**src/rtl/program_loader.sv**
```systemverilog
// -----------------------------------------------------------------------------
// program_loader
//   Streams a program image, one byte at a time, into word-wide memory.
//   Stream format (big-endian): 4-byte word count, then count data words, then
//   (checksum build only) a 4-byte checksum equal to the mod-2^32 sum of the
//   data words. Each completed data word produces a single-cycle WORD write.
//   The CPU is held (cpuHold=1) everywhere except after a successful load.
//
// Optional feature: define LOADER_CHECKSUM_EN to add the trailing checksum
//   check (state CHK). Without it the last write (or count=0) goes to DONE.
//
// Parameters
//   BASE_ADDR  byte address of the first loaded word
//   MAX_WORDS  largest accepted word count (larger counts abort the load)
//
// Ports
//   clk        rising-edge clock
//   rst        asynchronous, active-low reset
//   start      pulse that begins a load session (honoured in IDLE/DONE/ERROR)
//   byteData   incoming program byte
//   byteValid  byteData is valid; held until byteReady accepts it
//   byteReady  loader accepts a byte this cycle
//   address    memory write address (holds last value outside WRITE)
//   data       memory write data    (holds last value outside WRITE)
//   writeMode  MemoryModesPackage encoding: NONE=3'd0, WORD=3'd3
//   cpuHold    holds the CPU/PC stage while memory is being loaded
//   done       load completed successfully (held until next start)
//   error      load aborted (held until next start)
// -----------------------------------------------------------------------------
module program_loader #(
  parameter logic [31:0] BASE_ADDR = 32'd0,
  parameter int unsigned MAX_WORDS = 16384
) (
  input  logic        clk,
  input  logic        rst,
  input  logic        start,
  input  logic [7:0]  byteData,
  input  logic        byteValid,
  output logic        byteReady,
  output logic [31:0] address,
  output logic [31:0] data,
  output logic [2:0]  writeMode,
  output logic        cpuHold,
  output logic        done,
  output logic        error
);

  localparam logic [2:0]  MODE_NONE = 3'd0;
  localparam logic [2:0]  MODE_WORD = 3'd3;
  localparam logic [31:0] MAX_W     = 32'(MAX_WORDS);

  typedef enum logic [2:0] {
    S_IDLE,
    S_LEN,
    S_DATA,
    S_WRITE,
`ifdef LOADER_CHECKSUM_EN
    S_CHK,
`endif
    S_DONE,
    S_ERROR
  } state_t;

  // State entered once all data words are written (or count=0).
`ifdef LOADER_CHECKSUM_EN
  localparam state_t S_FINISH = S_CHK;
`else
  localparam state_t S_FINISH = S_DONE;
`endif

  state_t      r_state;
  state_t      w_next;
  logic [23:0] r_shift;     // first three bytes of the word being assembled
  logic [1:0]  r_bcnt;      // bytes already accepted for the current word
  logic [31:0] r_index;
  logic [31:0] r_count;
  logic [31:0] r_address;
  logic [31:0] r_data;
`ifdef LOADER_CHECKSUM_EN
  logic [31:0] r_sum;
`endif

  logic        w_ready;
  logic        w_accept;
  logic        w_last_byte;
  logic [31:0] w_word;
  logic [31:0] w_index_inc;
  logic        w_restart;

  // byteReady depends on state only, so a pending byte simply waits.
  always_comb begin
    w_ready = (r_state == S_LEN) || (r_state == S_DATA);
`ifdef LOADER_CHECKSUM_EN
    if (r_state == S_CHK) w_ready = 1'b1;
`endif
  end

  assign byteReady   = w_ready;
  assign w_accept    = byteValid & w_ready;
  assign w_last_byte = w_accept && (r_bcnt == 2'd3);
  assign w_word      = {r_shift, byteData};
  assign w_index_inc = r_index + 32'd1;
  assign w_restart   = start && ((r_state == S_IDLE) || (r_state == S_DONE) ||
                                 (r_state == S_ERROR));

  assign address = r_address;
  assign data    = r_data;

  always_ff @(posedge clk or negedge rst) begin
    if (!rst) r_state <= S_IDLE;
    else      r_state <= w_next;
  end

  always_comb begin
    w_next    = r_state;
    writeMode = MODE_NONE;
    cpuHold   = 1'b1;
    done      = 1'b0;
    error     = 1'b0;
    case (r_state)
      S_IDLE: begin
        if (start) w_next = S_LEN;
      end
      S_LEN: begin
        if (w_last_byte) begin
          if (w_word == 32'd0)     w_next = S_FINISH;
          else if (w_word > MAX_W) w_next = S_ERROR;
          else                     w_next = S_DATA;
        end
      end
      S_DATA: begin
        if (w_last_byte) w_next = S_WRITE;
      end
      S_WRITE: begin
        writeMode = MODE_WORD;
        // r_index still holds the index of the word being written here.
        if (w_index_inc == r_count) w_next = S_FINISH;
        else                        w_next = S_DATA;
      end
`ifdef LOADER_CHECKSUM_EN
      S_CHK: begin
        if (w_last_byte) w_next = (w_word == r_sum) ? S_DONE : S_ERROR;
      end
`endif
      S_DONE: begin
        cpuHold = 1'b0;
        done    = 1'b1;
        if (start) w_next = S_LEN;
      end
      S_ERROR: begin
        error = 1'b1;
        if (start) w_next = S_LEN;
      end
      default: w_next = S_IDLE;
    endcase
  end

  always_ff @(posedge clk or negedge rst) begin
    if (!rst) begin
      r_shift   <= '0;
      r_bcnt    <= '0;
      r_index   <= '0;
      r_count   <= '0;
      r_address <= '0;
      r_data    <= '0;
`ifdef LOADER_CHECKSUM_EN
      r_sum     <= '0;
`endif
    end else begin
      if (w_restart) begin
        r_index <= '0;
        r_bcnt  <= '0;
`ifdef LOADER_CHECKSUM_EN
        r_sum   <= '0;
`endif
      end
      // r_bcnt wraps 3->0 on its own, so each 4-byte field starts fresh.
      if (w_accept) begin
        r_bcnt  <= r_bcnt + 2'd1;
        r_shift <= {r_shift[15:0], byteData};
      end
      if (w_last_byte && (r_state == S_LEN)) r_count <= w_word;
      if (w_last_byte && (r_state == S_DATA)) begin
        r_address <= BASE_ADDR + {r_index[29:0], 2'b00};
        r_data    <= w_word;
      end
      if (r_state == S_WRITE) begin
        r_index <= w_index_inc;
`ifdef LOADER_CHECKSUM_EN
        r_sum   <= r_sum + r_data;
`endif
      end
    end
  end

endmodule

```
**config.mk**
```make
export PLATFORM = sky130hd
export DESIGN_NAME = program_loader
export DESIGN_NICKNAME = d
export VERILOG_FILES = /design/src/rtl/program_loader.sv
export SDC_FILE = /design/constraint.sdc
export NUM_CORES = 1
export LEC_CHECK = 0
export ABC_AREA = 1
export BUFFER_PORTS_ARGS = -buffer_cell sky130_fd_sc_hd__buf_2
export CAP_MARGIN = 0
export CORE_ASPECT_RATIO = 0.9
export CORE_MARGIN = 2
export CORE_UTILIZATION = 40
export CTS_CLUSTER_SIZE = 20
export DETAILED_ROUTE_END_ITERATION = 8
export PLACE_DENSITY_LB_ADDON = 0.3
export SLEW_MARGIN = 20
export SYNTH_ARGS = -nofsm -noshare
export SYNTH_HDL_FRONTEND = slang
export SYNTH_SLANG_ARGS = --single-unit
```
**constraint.sdc**
```tcl
create_clock -name clk -period 1.9 [get_ports clk]
set_input_delay 0.19 -clock clk [delete_from_list [all_inputs] [get_ports clk]]
set_output_delay 0.19 -clock clk [all_outputs]
set_load 0.005 [all_outputs]
```
* Yosys cells after proc, flatten, opt, wreduce, memory -nomap -nowiden *
Index checks and enable logic that the tools add are counted.

word-level totals
  output and inout bits = 71
  flip-flop bits (word level) = 155
  logic and storage cells = 49
  input port bits = 12

operators by class
  reduce and logical (&&, ||, !) cells = 13
  bitwise operators = 1
  add/sub/neg operators = 2
  muxes and demuxes = 15
  eq/ne operators = 10
  $lt $le $gt $ge = 1

operators by type and width
  operator                                                         count
  2-to-1 mux 32 bit                                                2
  adder 32 x 1 -> 32 bit, second input constant                    1
  equality test 32 bit                                             1
  greater-than comparator 32 x 15 -> 1 bit, second input constant  1
  logical NOT 32 bit                                               1
  2-to-1 mux 3 bit                                                 6
  one-hot mux 3 bit (4 select lines)                               1
  equality test 3 x 2 -> 1 bit, second input constant              2
  equality test 3 bit, second input constant                       2
  2-to-1 mux 2 bit                                                 3
  logical AND 1 bit                                                4
  != test 2 bit, second input constant                             2
  nonzero test 2 bit                                               2
  equality test 3 x 1 -> 1 bit, second input constant              1
  logical NOT 3 bit                                                1
  logical OR 1 bit                                                 3
  2-to-1 mux 1 bit                                                 3
  AND reduction 3 bit                                              1
  OR reduction 3 bit                                               1
  adder 2 x 1 -> 2 bit, second input constant                      1
  equality test 2 bit, second input constant                       1
  != test 2 x 1 -> 1 bit, second input constant                    1
  bitwise AND 1 bit                                                1

* Longest topological paths before layout *
  word-level depth = 6
  gate-level depth with buffers = 18
  gate-level depth less buffers = 18

* Worst setup path before layout *
OpenSTA, ideal clock, no wires.

  path type = reg2reg
  start point = register r_index[0]
  end point = register r_state[1]
  stages on the path, launching flop included = 19
  required time = 1783 ps
  arrival = 1840 ps
  buffers on the path = 0
  slack = -57 ps
  path through = dfrtp_1 > ha_1 > nand2_2 > nor2_4 > nand2_4 > nor2_8 > nand2_1 > nand2_1 > nand2_1 > nand2_1 > nand2_1 > nor2_1 > nand2_1 > nor2_2 > nand3_1 > nand2_1 > nand2_1 > nand2_1 > nand2_1

on the way
  word-level cells in the longest chain between the ends = 4

ends and longest elaborated chain
  item                                line  source
  start: declaration                  75    logic [31:0] r_index;
  start signal: assignment            188   r_index <= w_index_inc;
  adder 32 x 1 -> 32 bit              102   assign w_index_inc = r_index + 32'd1;
  equality test 32 bit                137   if (w_index_inc == r_count) w_next = S_FINISH;
  2-to-1 mux 3 bit                    137
  one-hot mux 3 bit (4 select lines)  120   case (r_state)
  end signal: assignment              111   else r_state <= w_next;
  end: declaration                    71    state_t r_state;

No other way between the ends.
A chain may end at the register's enable or synchronous reset.

* Worst setup path after layout *
  start point = register r_index[1]
  end point = register r_state[1]

Same word-level chain as after synthesis.

==> results.toml <==
[outcome]
outcome = "finished with violations"
violations = "setup timing"

[route]
detail_route.wl_per_cell_um = 15.4
drtIter0Drc = 579
drtPass1Iterations = 5
drtAntennaViolNets = 0
num_vias = 7172
drt_wl_total_mm = 21.9
drc_errors = 0
via_per_inst = 5.05

[critical_path]
path_cells = "buf_6 -> nand2_4 -> nor2_8 -> nand2_4 -> nor2_4 -> clkbuf_16 -> nand3_2 -> nand3_1 -> nand2_1 -> nor2_1 -> nand2_1 -> nor2_2 -> nand3_1 -> nand2_1 -> nand2_1 -> nand2_1 -> nand2_1"
cp-start-kind = "flop"
cp_num_buf_inv = 2
cp_data_required_time_ns = 2.22
max_stage_delay_ns = 0.42
reg2regPathDepth = 17
critPathArrivalTime_ns = 2.51
cp_slowest_cell = "dfrtp_1"
timing_worst_setup_path_type = "reg -> reg"
endpoint_kind = "flop"
worst-path-stages = 17
crit_top_cell = "nand2_1"
rr_startpoint = "r_index[1]$_DFFE_PN0P_"
r2r_slack_ns = -0.29
worstPathMaxFanout = 6
startpoint = "r_index[1]$_DFFE_PN0P_"
crit_family = "simple AND/OR/NAND/NOR gates"
r2r_end = "r_state[1]$_DFFE_PN0P_"
cp-endpoint = "r_state[1]$_DFFE_PN0P_"

[final_layout]
drive_above_1_share = 0.230
multi_input_area_um2 = 3360
nFillCells = 1794
final_nets = 1177
antenna_cells = 0
area_delta_synth_final_pct = 30.1
postLayoutCoreUtil = 0.535
stdcell_area_um2 = 9950
layout.area.seq_um2 = 3880

[placed_design]
place_area_um2 = 8960
globalplace.congestion = 0.966
post-dp-hpwl_mm = 15.5
port_buffers = 79

[clocking]
htreeDepth = 4
clock_sinks = 155
clock_latency_ns = 0.43
clk_pin_slew_ns = 0.07
cts_buffers = 17
cts_buffer_depth = 2
root_buffer = "clkbuf_16"
cts_tree = "built"

[synthesis]
synthAdderAreaFrac = 0.00327
yosys_warnings = 0
synth-simple-area-share = 0.307
synth-xor-area-share = 0.00229
synth_top_family_by_area = "simple AND/OR/NAND/NOR gates"
synth_compound_area_frac = 0.107
ys_seq_area_frac = 0.507
ys_ff_latch = 155
netlist_area_um2 = 7650
synth_mux_area_frac = 0
syn_area_per_cell_um2 = 7.73
postSynthCellCount = 989
ys_types = 31

[floorplanning]
fp.coreArea_um2 = 18600
start_util = 0.412
num_rows = 47
die_area_um2 = 20200
num_io_pins = 83
die_height_um = 135
die-width_um = 150

[global_routing]
gr-total-overflow = 0
grt_pass1_wl_mm = 34.2
grt_pass1_vias = 6423
grt_max_degree = 65
grt_usage = 0.220
antenna_found_initial = 0

[timing]
finalSetupViolCount = 2
finalHoldViolCount = 0
max_freq_ghz = 0.457
fin_skew_ns = 0.00880
min_period_ns = 2.19
tightest_slew_ns = 0.523
grt_setup_unrepaired = "true"
final.setup.worst_slack_ns = -0.290
holdWs_ns = 0.0447
maxSlewViolCount = 0
final.period_utilization = 1.15
maxSlewHeadroom = 0.651

[worst_hold_path]
hold_class = "in -> reg"
hp-start = "byteValid"

[power_and_ir_drop]
design_power_total_uw = 9700
power_density_nw_per_um2 = 975
power_leakage_uw = 0.00496
vdd_drop_max_mv = 0.674

[run]
cap_violations = 0
what timing repair did:
item                       in CTS  in global routing
hold endpoints to repair       43                  0
buffers inserted               10                  8
gates resized for setup        12                 29
hold buffers                    1                  0
pin swaps                       9                 16
cloned                          0                  4
setup endpoints to repair       2                 93
synthesized netlist by cell type, drive strengths merged:
cell type | count | share of area
nand2 | 333 | 0.17
nor4 | 4 | 0.0033
or2 | 1 | 0.00082
xnor2 | 1 | 0.0011
xor2 | 1 | 0.0011
buf | 12 | 0.010
ha | 2 | 0.0033
nand3 | 84 | 0.057
nor2 | 72 | 0.047
dfrtp | 155 | 0.51
conb | 1 | 0.00049
o22ai | 15 | 0.012
and2 | 2 | 0.0016
o21ai | 144 | 0.094
clkbuf | 23 | 0.011
inv | 104 | 0.051
nand4 | 12 | 0.0098
nor3 | 6 | 0.0046
a211oi | 1 | 0.00098
nand3b | 16 | 0.016
area by class of cell:
class,instances,share of cell area
flip-flops and latches,155,0.390
multi-input cells,697,0.338
repair buffers,188,0.142
clock buffers,18,0.0431
inverters,104,0.0395
well taps,245,0.0308
clock inverters,14,0.0172
state kept, by name (all words and copies together), names as in the netlist:
register,count
r_index,32
r_shift,24
r_state,3
r_count,32
address,30
data,32
r_bcnt,2
per-layer routing:
layer / share of wire / wire length (um) / GRT usage / up-vias
li1: - / - / - / 3549
met1: 0.48 / 10600 / 0.336 / 3343
met2: 0.43 / 9350 / 0.315 / 260
met3: 0.081 / 1770 / 0.0495 / 20
met4: 0.0098 / 216 / 0.0524 / 0
met5: 0 / 0 / 0 / -
worst min-delay path, cell delays in order:
cell and delay [ns]:
buf_2 0.12, nand3_1 0.08, nand2_1 0.05
cells in the final DEF, fill, tap and decap left out, types with 2 or more instances in the layout:
cell	netlist	layout
nor2_4	6	8
conb_1	1	3
nand2_4	2	7
nand2_2	6	9
nor3_1	5	4
nand3_1	81	77
dfrtp_1	155	154
nor3_2	1	2
o21ai_1	3	7
bufinv_16	0	2
nand3_2	3	7
inv_1	102	102
buf_4	4	91
nand2_1	325	316
o22ai_1	15	14
buf_6	1	6
nor2_8	2	2
clkinv_4	0	2
nand3b_1	16	16
nor4_1	4	4
inv_6	0	6
buf_12	0	8
and2_1	2	2
nor2_1	59	52
clkbuf_16	0	21
nor2_2	5	10
buf_2	7	78
nand4_1	12	12
inv_8	0	3
o21ai_0	141	137
cell families (layout without fill, tap and decap cells):
kind of cell,after synthesis,after routing
other cells,1,3
flops,155,155
fa+ha+maj,2,2
xor+xnor,2,2
compound gates,160,160
buf+inv,139,324
simple gates,530,530
power by group:
part | total [uW] | leakage [uW] | switching [uW] | internal, uW
sequential | 4180 | 0.00213 | 426 | 3750
combinational | 2010 | 0.00254 | 1280 | 732
clock | 3510 | 0.000293 | 1520 | 1990
how the worst min path moves through the flow:
stage | end | slack, ns | depth (start not counted)
floorplan | address[10]$_DFFE_PN0P_ | -0.11 | 0
global placement | r_index[3]$_DFFE_PN0P_ | 0.18 | 1
detailed placement | r_index[3]$_DFFE_PN0P_ | 0.18 | 1
CTS | r_bcnt[1]$_DFFE_PN0P_ | 0.02 | 3
global route | r_bcnt[1]$_DFFE_PN0P_ | 0.03 | 3
finish | r_bcnt[1]$_DFFE_PN0P_ | 0.04 | 3
stage by stage:
step                      setup TNS (ns)  std cells  setup WS (ns)
after floorplan                  -0.0529        991        -0.0529
after global placement            -0.412       1368         -0.255
after detailed placement          -0.469       1368         -0.269
after CTS                         -0.353       1411         -0.209
after global routing              -0.936       1421         -0.467
final                             -0.527       1421         -0.290
(Power assumes the default switching activity.)
